**src/rtl/gigatron_gamepad_tx.sv**
```systemverilog
// NES/Famicom controller transmitter: latch loads buttons, pulse shifts MSB first.
// Optional GAMEPAD_TX_GLITCH_FILTER_EN drops latch/pulse glitches shorter than 2 cycles.
module gigatron_gamepad_tx #(
  parameter int WIDTH       = 8,
  parameter int SYNC_STAGES = 2,
  localparam int CW         = $clog2(WIDTH + 1)
) (
  input  logic             clock_50,
  input  logic             reset,
  input  logic [WIDTH-1:0] buttons,
  input  logic             latch,
  input  logic             pulse,
  output logic             data_out,
  output logic             busy,
  output logic [CW-1:0]    bit_count
);

  typedef enum logic [1:0] {
    IDLE, LOAD, SHIFT, DONE
  } state_t;

  localparam logic [CW-1:0] CNT_MAX  = CW'(WIDTH);
  localparam logic [CW-1:0] CNT_LAST = CW'(WIDTH - 1);

  logic [SYNC_STAGES-1:0] lsync_q;
  logic [SYNC_STAGES-1:0] psync_q;
  logic                   latch_s;
  logic                   pulse_s;
  logic                   pulse_d_q;
  logic                   pulse_rise;

  state_t           state_q, state_d;
  logic [WIDTH-1:0] shreg_q, shreg_d;
  logic [CW-1:0]    cnt_q, cnt_d;
  logic             busy_q, busy_d;

  always_ff @(posedge clock_50 or posedge reset) begin
    if (reset) begin
      lsync_q <= '0;
      psync_q <= '0;
    end else begin
      lsync_q <= {lsync_q[SYNC_STAGES-2:0], latch};
      psync_q <= {psync_q[SYNC_STAGES-2:0], pulse};
    end
  end

`ifdef GAMEPAD_TX_GLITCH_FILTER_EN
  // Accept a level only once two adjacent stages agree on it.
  logic latch_f_q;
  logic pulse_f_q;

  always_ff @(posedge clock_50 or posedge reset) begin
    if (reset) begin
      latch_f_q <= 1'b0;
      pulse_f_q <= 1'b0;
    end else begin
      if (lsync_q[SYNC_STAGES-1] == lsync_q[SYNC_STAGES-2])
        latch_f_q <= lsync_q[SYNC_STAGES-1];
      if (psync_q[SYNC_STAGES-1] == psync_q[SYNC_STAGES-2])
        pulse_f_q <= psync_q[SYNC_STAGES-1];
    end
  end

  assign latch_s = latch_f_q;
  assign pulse_s = pulse_f_q;
`else
  assign latch_s = lsync_q[SYNC_STAGES-1];
  assign pulse_s = psync_q[SYNC_STAGES-1];
`endif

  always_ff @(posedge clock_50 or posedge reset) begin
    if (reset) pulse_d_q <= 1'b0;
    else       pulse_d_q <= pulse_s;
  end

  assign pulse_rise = pulse_s & ~pulse_d_q;

  always_comb begin
    state_d = state_q;
    shreg_d = shreg_q;
    cnt_d   = cnt_q;
    // Latch overrides every state, including a pending pulse edge.
    if (latch_s) begin
      state_d = LOAD;
      shreg_d = buttons;
      cnt_d   = '0;
    end else begin
      unique case (state_q)
        IDLE: shreg_d = '1;
        LOAD: state_d = SHIFT;
        SHIFT: begin
          if (pulse_rise) begin
            shreg_d = {shreg_q[WIDTH-2:0], 1'b1};
            cnt_d   = cnt_q + CW'(1);
            if (cnt_q == CNT_LAST) state_d = DONE;
          end
        end
        DONE: begin
          shreg_d = '1;
          cnt_d   = CNT_MAX;
        end
      endcase
    end
    busy_d = (state_d == SHIFT);
  end

  always_ff @(posedge clock_50 or posedge reset) begin
    if (reset) begin
      state_q <= IDLE;
      shreg_q <= '1;
      cnt_q   <= '0;
      busy_q  <= 1'b0;
    end else begin
      state_q <= state_d;
      shreg_q <= shreg_d;
      cnt_q   <= cnt_d;
      busy_q  <= busy_d;
    end
  end

  assign data_out  = shreg_q[WIDTH-1];
  assign busy      = busy_q;
  assign bit_count = cnt_q;

endmodule
```
**config.mk**
```make
export PLATFORM = sky130hd
export DESIGN_NAME = gigatron_gamepad_tx
export DESIGN_NICKNAME = d
export VERILOG_FILES = /design/src/rtl/gigatron_gamepad_tx.sv
export SDC_FILE = /design/constraint.sdc
export NUM_CORES = 1
export LEC_CHECK = 0
export CORE_AREA = 2 2 45 47
export CTS_BUF_LIST = sky130_fd_sc_hd__clkbuf_4
export DETAILED_ROUTE_END_ITERATION = 10
export DIE_AREA = 0 0 47 49
export GPL_TIMING_DRIVEN = 0
export PLACE_DENSITY = 0.82
export SETUP_SLACK_MARGIN = 0.05
export SLEW_MARGIN = 5
export SYNTH_ARGS = -nofsm -noshare
export SYNTH_HDL_FRONTEND = slang
export SYNTH_SLANG_ARGS = --single-unit
```
**constraint.sdc**
```tcl
create_clock -name clock_50 -period 4.9 [get_ports clock_50]
set_input_delay 0.49 -clock clock_50 [delete_from_list [all_inputs] [get_ports clock_50]]
set_output_delay 0.49 -clock clock_50 [all_outputs]
set_load 0.01 [all_outputs]
```
==> summary.md <==
| Metric | Value |
|---|---|
| VDD IR max | `0.0002518 V` |
| Final Max Slew Viols | `0` |
| Die W | `47 um` |
| Starting DRT DRC Count | `18` |
| Post-CTS Resized | `0` |
| Core box area | `0.001842 mm2` |
| Number of H-tree levels | `1` |
| Layout net count | `128` |
| Critical path fanouts, max | `8` |
| CP Launch Type | `flip-flop` |
| Setup violations, final | `0` |
| Tightest Pin Transition | `721.6 ps` |
| Largest net degree at the start of global routing | `21` |
| Fmax | `0.5226 GHz` |
| Top-count cell post-synth | `dfrtp_1` |
| CTS Hold Bufs | `0` |
| Max-cap violation count | `0` |
| Via density | `5.297` |
| I/O Buffers | `17` |
| Status | `finished clean` |
| Post-CTS setup buffer count | `0` |
| Global route total overflow | `0` |
| CP max stage delay | `480 ps` |
| Yosys Warn Count | `0` |
| CP delay by family, top | `compound AO/OA/AOI/OAI gates` |
| Clk sinks | `20` |
| Skew-Pair Late Insertion Delay | `300 ps` |
| Slowest stage cell, crit path | `a211oi_4` |
| CTS tree | `built` |
| Number of I/O pins | `18` |
| Skew final | `17.53 ps` |
| WL/cell | `13.07 um` |
| Fillcell total | `153` |
| First-pass GRT wire length | `3084 um` |
| CP Class | `flip-flop to flip-flop` |
| Clock root buffer | `clkbuf_4` |
| Vias in the first global route | `708` |
| Hpwl dp | `1324 um` |
| Layout cells sized above 1 | `15.32%` |
| Syn nets | `106` |
| Hold WS | `368.0 ps` |
| Min cycle time layout | `1914 ps` |
| Clock transition at path regs | `120 ps` |
| Initial antenna violation count | `0` |
| Area taken by multi-input logic gates | `414.1 um2` |
| Pleak | `0.0005178 uW` |
| Post-synth cell types | `27` |
| Post-synth EDFFs | `0` |
| Setup_tns | `0 ps` |
| Seq/Total Area, Yosys | `52.65%` |
| Die Area | `0.002303 mm2` |
| Crit path cell chain | `inv_1 -> ha_1 -> nor2_2 -> a211oi_4 -> mux2_2` |
| Hold Crit Class | `flip-flop to flip-flop` |
| Slew headroom | `51.84%` |
| Area after DPL | `0.001174 mm2` |
| Yosys top cell by area | `dfrtp_1` |
| Antenna diode count | `0` |
| Placed cells | `134` |
| Placer Congestion | `0.8352` |
| Avg Cell Area, Syn | `10.77 um2` |
| Synth top area cells | `dfrtp_1, dfstp_2, ha_1, mux2i_1, inv_1` |
| Post-synth ARST share | `100.0%` |
| Register bit total from synthesis | `20` |
| Row cnt | `16` |
| Initial Util | `52.65%` |
| Synth Cell Area | `969.7 um2` |
| Top cell type's share of synthesized area | `30.97%` |
| Reg area | `510.5 um2` |
| Die height | `49 um` |
| RSZ-0062 raised after global routing | `false` |
| Vias | `731` |
| Routed WL | `1803 um` |
| Final std cells w/o fill | `138` |
| Syn Inst Count | `90` |
| Fin crit share | `39.05%` |
| Tot GR Track Use | `18.16%` |
| Ys flop type | `dfrtp_1` |
| Fin. Hold Viols | `0` |
| Buf/Inv on CP | `1` |
| DRC errors left | `0` |
| Layout area overhead | `24.13%` |
| Pwr Density | `338.8 mW/mm2` |
| Longest Clk Path Bufs | `2` |
| CP arrival | `2130 ps` |
| Util after Layout | `65.35%` |
| Top cells by count, synth | `dfrtp_1, inv_1, dfstp_2` |
| Post-Layout Inst Area | `0.001204 mm2` |
| Critical Path Sink Type | `flip-flop` |
| Number of CTS-inserted buffers | `3` |
| ANT nets after route | `0` |
| Total iterations of the first detailed-routing run | `4` |
| WP data required | `5120 ps` |
-- power by group --
part	switching, uW	internal [uW]	total, uW
combinational	52.9	54.3	107
sequential	14.4	201	216
clock	47.6	37.1	84.7
total	115	293	408
-- metrics by stage --
step / worst slack [ps] / power [uW]
final: 2986 / 407.8
after global routing: 2893 / 433.3
after CTS: 2984 / 411.9
after detailed placement: 3012 / 326.7
after global placement: 3053 / 321.1
after floorplan: 3220 / 289.3
-- cell usage in the layout, fill, tap and decap left out --
master,netlist,final
o21ai_0,3,3
nor3b_1,1,1
a31oi_1,4,4
nand2b_1,2,2
ha_1,4,4
clkbuf_4,0,4
nand4b_1,1,1
mux2_2,3,3
nor2_1,5,5
clkbuf_1,2,2
a211oi_4,1,1
a221oi_1,1,1
o22ai_1,5,5
nor2b_1,5,5
nand3b_1,1,1
nor2_2,1,1
a21oi_1,1,1
nand4_1,2,2
nand2_1,4,4
nand3_1,6,6
mux2i_1,4,4
dfstp_2,8,8
clkdlybuf4s50_1,0,17
dfrtp_1,12,12
and3b_1,1,1
a2bb2oi_1,1,1
inv_1,10,10
nand4bb_1,1,1
and3_1,1,1
-- state kept, by name, indices dropped and copies added (netlist names) --
name,flops
busy,1
lsync_q,2
shreg_q,8
pulse_d_q,1
state_q,2
psync_q,2
bit_count,4
-- routing by layer --
layer  track usage [%]  wire (um)  up-vias
met5                 0          0        -
met1             26.46        803      349
met2             26.94        903       24
li1                  -          -      358
met4             5.093          0        0
met3             4.074         95        0
-- final timing paths --
check | start | to | slack, ps | depth (start not counted)
worst max register to register | state_q[1] | shreg_q[1] | 2990 | 5
worst min register to register | psync_q[0] | psync_q[1] | 370 | 0
worst min-delay path | psync_q[0] | psync_q[1] | 370 | 0
max in group asynchronous | reset | state_q[0] | 3830 | 2
min in group asynchronous | reset | bit_count[0] | 590 | 2
worst max-delay path | state_q[1] | shreg_q[1] | 2990 | 5
-- cell families after synthesis --
group / synth area share (%)
AOI/OAI and AO/OA: 11.74
and+or+nand+nor: 18.19
muxes: 7.613
buffers and inverters: 4.646
adders and majority gates: 5.161
DFF: 52.65
-- worst register-to-register path, stage by stage (launching register included) --
cell and delay (ps):
dfrtp_1 400, inv_1 70, ha_1 400, nor2_2 90
a211oi_4 480, mux2_2 400
-- cell type report --
| class | count | share of cell area (%) |
|---|---|---|
| clock buffers | 4 | 2.495 |
| multi-input cells | 58 | 34.41 |
| repair buffers | 17 | 14.14 |
| inverters | 10 | 3.119 |
| plain buffers | 2 | 0.6237 |
| well taps | 27 | 2.807 |
| flip-flops and latches | 20 | 42.41 |
No activity file was read; power rests on OpenSTA's default activity.
